## src/rtl/laserdrop_pkg.sv

```systemverilog
// Shared types and constants for the FTDI-to-laser frame receive path.
package laserdrop_pkg;

  typedef enum logic [1:0] {
    HUNT,
    LEN,
    PAYLOAD,
    CHK
  } rx_state_t;

  localparam logic [7:0] SYNC_BYTE_DEFAULT = 8'hA5;
  localparam int unsigned MAX_FRAME_LEN = 255;

  function automatic logic [15:0] sat_inc16(input logic [15:0] v);
    return (v == 16'hFFFF) ? v : v + 16'd1;
  endfunction

endpackage

```

## src/rtl/rdq_fetch.sv

```systemverilog
// Drains a non-show-ahead read queue one byte at a time into a single hold slot.
module rdq_fetch (
  input  logic       clock,
  input  logic       reset_n,
  input  logic       clear,
  input  logic       rdq_empty,
  input  logic [7:0] data_rd,
  input  logic       consume,
  output logic       rdreq,
  output logic [7:0] rx_byte,
  output logic       rx_byte_valid
);

  logic       inflight;
  logic       hold_valid;
  logic [7:0] hold;

  assign rdreq = reset_n && !rdq_empty && !inflight && !hold_valid && !clear;

  // The in-flight byte is offered straight from data_rd; it only lands in the
  // hold register if nobody takes it that cycle, giving one byte per 2 cycles.
  assign rx_byte_valid = hold_valid || inflight;
  assign rx_byte       = hold_valid ? hold : data_rd;

  always_ff @(posedge clock or negedge reset_n) begin
    if (!reset_n) begin
      inflight   <= 1'b0;
      hold_valid <= 1'b0;
      hold       <= '0;
    end else if (clear) begin
      inflight   <= 1'b0;
      hold_valid <= 1'b0;
    end else begin
      inflight <= rdreq;
      if (inflight && !consume) begin
        hold       <= data_rd;
        hold_valid <= 1'b1;
      end else if (consume) begin
        hold_valid <= 1'b0;
      end
    end
  end

endmodule

```

## src/rtl/ftdi_frame_rx.sv

```systemverilog
// Sync-hunting, length-prefixed frame parser with XOR checksum, feeding the
// laser transmit path over a valid/ready stream.
module ftdi_frame_rx
  import laserdrop_pkg::*;
#(
  parameter logic [7:0]  SYNC_BYTE      = SYNC_BYTE_DEFAULT,
  parameter int unsigned TIMEOUT_CYCLES = 1_000_000
) (
  input  logic        clock,
  input  logic        reset_n,
  input  logic        clear,
  input  logic        rdq_empty,
  input  logic [7:0]  data_rd,
  output logic        rdreq,
  output logic [7:0]  out_data,
  output logic        out_valid,
  input  logic        out_ready,
  output logic        out_sop,
  output logic        out_eop,
  output logic        frame_done,
  output logic        frame_ok,
  output logic [7:0]  frame_len,
  output logic [15:0] frame_count,
  output logic [15:0] err_count,
  output logic        busy
);

  localparam int unsigned TW = $clog2(TIMEOUT_CYCLES + 1);
  localparam int unsigned LW = $clog2(MAX_FRAME_LEN + 1);

  rx_state_t     state;
  logic [7:0]    rx_byte;
  logic          rx_byte_valid;
  logic          consume;
  logic          waiting;
  logic          timed_out;
  logic [LW-1:0] len_r;
  logic [LW-1:0] remaining;
  logic [7:0]    chk;
  logic [TW-1:0] tcnt;

  rdq_fetch u_fetch (
    .clock         (clock),
    .reset_n       (reset_n),
    .clear         (clear),
    .rdq_empty     (rdq_empty),
    .data_rd       (data_rd),
    .consume       (consume),
    .rdreq         (rdreq),
    .rx_byte       (rx_byte),
    .rx_byte_valid (rx_byte_valid)
  );

  assign busy      = (state != HUNT);
  assign out_valid = (state == PAYLOAD) && rx_byte_valid;
  assign out_data  = out_valid ? rx_byte : '0;
  assign out_sop   = out_valid && (remaining == len_r);
  assign out_eop   = out_valid && (remaining == LW'(1));
  assign consume   = !clear && rx_byte_valid && ((state != PAYLOAD) || out_ready);

  // Only starvation counts toward the timeout; a held byte stalled by the
  // consumer is not waiting on the queue.
  assign waiting   = busy && rdq_empty && !rx_byte_valid;
  assign timed_out = waiting && (tcnt == TW'(TIMEOUT_CYCLES - 1));

  always_ff @(posedge clock or negedge reset_n) begin
    if (!reset_n) begin
      state       <= HUNT;
      len_r       <= '0;
      remaining   <= '0;
      chk         <= '0;
      tcnt        <= '0;
      frame_done  <= 1'b0;
      frame_ok    <= 1'b0;
      frame_len   <= '0;
      frame_count <= '0;
      err_count   <= '0;
    end else if (clear) begin
      state       <= HUNT;
      len_r       <= '0;
      remaining   <= '0;
      chk         <= '0;
      tcnt        <= '0;
      frame_done  <= 1'b0;
      frame_ok    <= 1'b0;
      frame_len   <= '0;
      frame_count <= '0;
      err_count   <= '0;
    end else begin
      frame_done <= 1'b0;
      if (!busy || rdreq) begin
        tcnt <= '0;
      end else if (waiting) begin
        tcnt <= tcnt + 1'b1;
      end

      if (timed_out) begin
        frame_done <= 1'b1;
        frame_ok   <= 1'b0;
        frame_len  <= (state == LEN) ? '0 : len_r;
        err_count  <= sat_inc16(err_count);
        state      <= HUNT;
      end else begin
        case (state)
          HUNT: begin
            if (rx_byte_valid && (rx_byte == SYNC_BYTE)) state <= LEN;
          end
          LEN: begin
            if (rx_byte_valid) begin
              if (rx_byte == '0) begin
                frame_done <= 1'b1;
                frame_ok   <= 1'b0;
                frame_len  <= '0;
                err_count  <= sat_inc16(err_count);
                state      <= HUNT;
              end else begin
                len_r     <= rx_byte;
                remaining <= rx_byte;
                chk       <= rx_byte;
                state     <= PAYLOAD;
              end
            end
          end
          PAYLOAD: begin
            if (out_valid && out_ready) begin
              chk       <= chk ^ rx_byte;
              remaining <= remaining - 1'b1;
              if (remaining == LW'(1)) state <= CHK;
            end
          end
          CHK: begin
            if (rx_byte_valid) begin
              frame_done <= 1'b1;
              frame_ok   <= (rx_byte == chk);
              frame_len  <= len_r;
              if (rx_byte == chk) frame_count <= sat_inc16(frame_count);
              else                err_count   <= sat_inc16(err_count);
              state <= HUNT;
            end
          end
          default: state <= HUNT;
        endcase
      end
    end
  end

endmodule
```

## config.mk

```make
export PLATFORM = sky130hd
export DESIGN_NAME = ftdi_frame_rx
export DESIGN_NICKNAME = d
export VERILOG_FILES = /design/src/rtl/laserdrop_pkg.sv /design/src/rtl/rdq_fetch.sv /design/src/rtl/ftdi_frame_rx.sv
export SDC_FILE = /design/constraint.sdc
export NUM_CORES = 1
export LEC_CHECK = 0
export ABC_AREA = 1
export CAP_MARGIN = 25
export CORE_MARGIN = 3
export CORE_UTILIZATION = 47
export CTS_BUF_LIST = sky130_fd_sc_hd__clkbuf_2 sky130_fd_sc_hd__clkbuf_4 sky130_fd_sc_hd__clkbuf_8
export DETAILED_ROUTE_END_ITERATION = 6
export GPL_TIMING_DRIVEN = 0
export PLACE_DENSITY = 0.74
export SETUP_SLACK_MARGIN = 0.2
export SYNTH_ARGS = -nofsm -noshare
export SYNTH_HDL_FRONTEND = slang
export SYNTH_SLANG_ARGS = --single-unit
```

## constraint.sdc

```tcl
create_clock -name clock -period 2.85 [get_ports clock]
set_input_delay 0.285 -clock clock [delete_from_list [all_inputs] [get_ports clock]]
set_output_delay 0.285 -clock clock [all_outputs]
set_load 0.01 [all_outputs]
```

==> flow_summary.toml, run 1 <==
[outcome]
run_status = "finished, final reports clean"

[detailed_routing]
drc_errors = 0
detail-route-antenna-nets = 0
dr_total_vias = 5892
drt_iter0_markers = 486
routedWlPerCell_um = 13.9
drt_first_pass_iters = 7
drt-vias-per-instance = 5.22
totalWireLength_um = 15600

[sta]
timing.max_slew.rel_slack_pct = 58.4
max_slew.worst_pin.slew_ns = 0.619
clock_skew_ns = 0.0139
finalHoldViolations = 0
timing_max_transition_violations_final = 0
clock.fmax_ghz = 0.399
unrepaired_setup_endpoints_after_global_routing = "no"
setup_viol = 0
post-route-worst-setup-slack_ns = 0.346
period_share_pct = 87.9
finalCriticalPeriod_ns = 2.50

[die]
die_height_um = 121
die_area_um2 = 14600
die_w_um = 121
floorplan.initialDensity_pct = 48.6
io_pins = 68
floorplan.rows = 41
core_area_um2 = 12700

[synthesis]
yosys-top-cells-count = "nand2_1 (252), inv_1 (107), dfrtp_1 (98)"
synth_edf_count = 0
synth.top_cells.by_area = "dfrtp_1 (40%), nand2_1 (15%), inv_1 (6.5%), nor2_1 (5.9%), nand3_1 (4.6%)"
synth.yosys.warnings = 0
leading_cell_type_by_number_of_instances_after_synthesis = "nand2_1"
synthDominantCellAreaShare_pct = 39.7
synth_area_leader = "dfrtp_1"
ys_seq_area_share_pct = 39.7
synth_fp_nets = 889
post_synth_inst_count = 871
ys_types = 42
synthArstFlopShare_pct = 100
synth_top_flop_cell = "dfrtp_1"
syn_avg_cell_area_um2 = 7.09
synth-seq-cells = 98
netlist_area_um2 = 6180

[setup_path]
crit_path_end_kind = "primary output"
crit_path_top_delay_cell = "clkdlybuf4s50_1"
path_max_fanout = 10
critical_path.cell_chain = "inv_1, nor2_2, inv_2, nor2_4, inv_4, nor2_1, clkdlybuf4s50_1"
crit_type = "flop to primary output"
max_stage_delay_ns = 0.56
data_arrival_time_of_the_critical_path_ns = 2.22
worstPathRequired_ns = 2.57
timing.reg2reg.worst_path_depth = 11
timing.rr.end = "frame_count[5]"
cp-start-kind = "flop"
r2r_setup_slack_ns = 0.68
r2r_start = "tcnt[0]"

[placement]
dp_cells = 1111
port_buffers = 66
dpl.hpwl_um = 11800
weighted_congestion_at_the_end_of_routability_driven_global_placement = 0.953
dpl_worst_slack_ns = 0.299

[worst_hold_path]
min-delay-start = "clear"
min_delay_worst_endpoint = "err_count[3]"
min_path_cells = 4
worstHoldPathType = "input port to flop"

[pwr]
peakVddDrop_uv = 276
p_leak_nw = 3.44
cellPowerDensity_nw_per_um2 = 566

[clocking]
post-cts-setup-buffer-count = 0
insertion_delay_ns = 0.39
tritoncts.num_buffers = 9
cts_tree = "built"
clock_tree.htree_level_count = 3
clkTransAtPathRegs_ns = 0.10
cts_buffer_depth = 2
ctsRootBufferMaster = "clkbuf_8"
cts.sink_count = 98

[finish]
area_delta_synth_final_pct = 18.3
insertedDiodeCount = 0
final.fill_count = 1239
multi_input_area_um2 = 3160
layoutNonFillerInstCount = 1128
final_net_count = 969
seqCellArea_um2 = 2450
fraction_of_final_layout_cells_with_drive_strength_greater_than_1_pct = 9.21

[grt]
grt-ovfl-total = 0
grt_pass1_wl_um = 26800
first_global_vias = 5494
grt_use_total_pct = 22.7
grt_start_max_net_pins = 51
grt_antenna_before_repair = 0

[flow_run]
number_of_maximum_capacitance_constraint_violations = 0
[logic make-up after synthesis]
| kind of cell | after synthesis | synth area share [%] |
|---|---|---|
| AND/OR/NAND/NOR | 515 | 38.4 |
| buffers and inverters | 135 | 9.23 |
| AO/OA/AOI/OAI | 98 | 8.87 |
| flip-flops | 98 | 39.7 |
| XOR/XNOR | 20 | 2.84 |
| adder cells (fa/ha/maj) | 5 | 1.01 |
[where the power goes]
part	switching (mW)	internal, mW
logic	1.02	0.531
registers	0.160	1.56
clock network	0.513	0.356
total	1.69	2.44
[cells in the final DEF (no fill, tap or decap), drive strengths merged, types with 18 or more instances in the layout]
| master | netlist | routed |
|---|---|---|
| clkbuf | 7 | 18 |
| inv | 111 | 113 |
| o21ai | 60 | 60 |
| nor3 | 24 | 24 |
| nand3 | 67 | 67 |
| nor2 | 108 | 108 |
| nand2 | 271 | 271 |
| clkdlybuf4s50 | 0 | 64 |
| buf | 16 | 19 |
| dfrtp | 98 | 98 |
| nand4 | 35 | 35 |
[routing by layer]
layer / GRT usage, % / up-vias / share of wire, %
li1: - / 2972 / -
met1: 32.2 / 2687 / 46
met2: 35.0 / 199 / 45
met3: 4.02 / 34 / 6.2
met4: 7.72 / 0 / 2.6
met5: 0 / - / 0
[worst max-delay path: cells and delay by family (launching register included)]
kind                   cells  cell delay, ns
and+or+nand+nor            3            0.47
buffers and inverters      4            0.91
DFF                        1            0.46
[how the worst max path moves through the flow]
stage	from	to	slack (ns)	depth (start not counted)
3_5_place_dp	state[1]	out_data[3]	0.30	7
5_1_grt	state[1]	out_eop	0.21	7
2_1_floorplan	tcnt[0]	frame_count[8]	1.02	11
3_3_place_gp	reset_n	tcnt[14]	-2.77	8
6_report	state[1]	out_data[3]	0.35	7
4_1_cts	state[1]	out_eop	0.22	7
[registers in the layout, summed over array words and instances, names as in the netlist, 8 cells and up]
name,cells
chk,8
frame_len,8
remaining,8
frame_count,16
u_fetch.hold,8
tcnt,20
len_r,8
err_count,16
[stage by stage]
stage	utilization [%]	power, mW	setup TNS, ns	hold WS (ns)	cell area (um2)
after CTS	57.4	4.14	0	0.335	7310
final	57.4	4.13	0	0.351	7310
after global routing	57.4	4.44	0	0.385	7310
after detailed placement	55.9	3.25	0	0.318	7110
after floorplan	-	2.80	0	-0.0106	6180
after global placement	55.4	3.22	-280.90	0.457	7050
[repair_timing]
item                                    4_1_cts  5_1_grt
endpoints found under the setup margin       10        9
hold buffers                                  1        0
resized for setup                             4        1
hold endpoints to repair                     98        0
[layout make-up]
cell class                      instances  area share (%)
Multi-Input combinational cell        638            43.2
Sequential cell                        98            33.6
Timing Repair Buffer                   69            9.88
Inverter                              112            5.79
Tap cell                              172            2.94
Buffer                                 23            2.05
Clock buffer                           11            1.99
Clock inverter                          5           0.531
No activity file was read; power rests on OpenSTA's default activity.
==> run 2, diff against run 1 <==
Settings changed: CORE_UTILIZATION 47 to 25, PLACE_DENSITY 0.74 to 0.48.
==> flow_summary.toml, run 2 (synthesized netlist as in run 1, its figures left out) <==
[outcome]
run_status = "finished, final reports clean"

[sta]
clock.fmax_ghz = 0.391
setup_viol = 0
clock_skew_ns = 0.0226
finalCriticalPeriod_ns = 2.56
unrepaired_setup_endpoints_after_global_routing = "yes"
final.hold.worst_slack_ns = 0.365
finalHoldViolations = 0
timing.max_slew.rel_slack_pct = 55.1
timing_max_transition_violations_final = 0
max_slew.worst_pin.slew_ns = 0.669
period_share_pct = 89.8

[finish]
largest_reg_flops = 20
layout.cells.most_common = "nand2_1"
reg.largest.list = "tcnt (20), err_count (16), frame_count (16)"
post-route-cell-area_um2 = 7540
final_net_count = 972
area_delta_synth_final_pct = 22.1
regMostFlops = "tcnt"
insertedDiodeCount = 0
fraction_of_final_layout_cells_with_drive_strength_greater_than_1_pct = 9.80
layoutNonFillerInstCount = 1278
seqCellArea_um2 = 2450
final.fill_count = 2598
layout_common_cells = "nand2_1 (252), inv_1 (107), dfrtp_1 (97)"
multi_input_area_um2 = 3180

[clocking]
insertion_delay_ns = 0.40
ctsRootBufferMaster = "clkbuf_8"
cts_buffer_depth = 2
clock_tree.htree_level_count = 3
cts_tree = "built"
tritoncts.num_buffers = 9
clkTransAtPathRegs_ns = 0.11
cts.sink_count = 98

[pwr]
internal_power_mw = 2.45
portion_of_total_power_attributed_to_the_clock_network_pct = 22.1
power.switching_mw = 1.81
p_leak_nw = 3.47
peakVddDrop_uv = 255
swShare_pct = 42.5
power_frac_seq_pct = 40.1
p_comb_share_pct = 37.8
cellPowerDensity_nw_per_um2 = 564

[placement]
weighted_congestion_at_the_end_of_routability_driven_global_placement = 0.863
dp_cells = 1257
dpl_cell_area_um2 = 7260
dpl.hpwl_um = 13600
port_buffers = 66

[setup_path]
path_max_fanout = 10
cp-start-kind = "flop"
data_arrival_time_of_the_critical_path_ns = 2.27
crit_path_end_kind = "primary output"
worstPathRequired_ns = 2.57
crit_type = "flop to primary output"
startpoint = "state[0]"
r2r_start = "u_fetch.hold_valid"

[die]
die_area_um2 = 26600
io_pins = 68
die_w_um = 163
core_area_um2 = 23900
floorplan.rows = 56
die_height_um = 163
floorplan.initialDensity_pct = 25.9

[detailed_routing]
routedWlPerCell_um = 14.3
drc_errors = 0
totalWireLength_um = 18200
dr_total_vias = 5845
drt_iter0_markers = 394
drt-vias-per-instance = 4.57
drt_first_pass_iters = 5
detail-route-antenna-nets = 0

[flow_run]
number_of_maximum_capacitance_constraint_violations = 0

[grt]
grt_antenna_before_repair = 0
grt-ovfl-total = 0
grt_pass1_wl_um = 30600
first_global_vias = 5785
grt_use_total_pct = 14.2
grt_start_max_net_pins = 52

[worst_hold_path]
worstHoldPathType = "input port to flop"
min-delay-start = "clear"
==> run 2: cell count changes in the layout (fill, tap and decap cells not counted), sizes merged <==
cell	before	now
inv	113	115
buf	19	22
clkbuf	18	16
clkinv	3	4
clkinvlp	1	0
==> run 2: worst paths after layout <==
kind	depth (start not counted)	slack (ns)	to
max in group asynchronous	3	2.15	state[1]
min in group asynchronous	3	0.44	err_count[12]
hold / removal	4	0.37	err_count[3]
setup / recovery	7	0.29	out_eop
setup reg to reg	14	0.60	frame_count[12]
hold reg to reg	2	0.48	frame_len[7]
==> run 2: power groups by stage <==
stage	Combinational, mW	Clock [mW]	Sequential, mW
after floorplan	1.10	0	1.70
after global placement	1.55	0	1.75
after global routing	1.83	1.04	1.74
after CTS	1.61	0.994	1.71
final	1.61	0.939	1.71
after detailed placement	1.56	0	1.74
==> run 2: timing repair <==
item	in CTS	in global routing
buffers inserted	1	2
hold buffers	2	0
endpoints found under the hold margin	48	0
endpoints found under the setup margin	10	10
gates resized for setup	7	2
pin swaps	0	1
==> run 2: layer usage <==
metal / share of wire (%) / track usage (%) / vias up
li1: - / - / 2974
met1: 48 / 19.9 / 2757
met2: 47 / 23.2 / 103
met3: 4.1 / 2.46 / 11
met4: 0.93 / 2.88 / 0
met5: 0 / 0 / -
==> run 2: worst max-delay path, stage by stage, from the launching register on <==
cell and delay, ns:
dfrtp_1 0.39, buf_6 0.15, nor2_4 0.14, inv_2 0.12, nor2_4 0.21, clkinv_4 0.14
nor2_2 0.17, clkdlybuf4s50_1 0.56
==> run 2: cell type report <==
| cell class | count | share of cell area (%) |
|---|---|---|
| tap | 319 | 5.29 |
| buffer | 23 | 1.99 |
| sequential | 98 | 32.5 |
| clock inverter | 7 | 0.945 |
| clock buffer | 9 | 1.64 |
| multi-input combinational | 638 | 42.1 |
| timing repair buffer | 72 | 9.87 |
| inverter | 112 | 5.64 |
==> run 2: stage by stage <==
stage	setup TNS (ns)	util [%]	power, mW	setup slack [ns]
after floorplan	0	-	2.80	1.02
after global placement	-328.23	30.3	3.30	-3.16
after detailed placement	0	30.4	3.30	0.0940
after CTS	0	31.5	4.31	0.155
after global routing	0	31.6	4.60	0.194
final	0	31.6	4.25	0.290
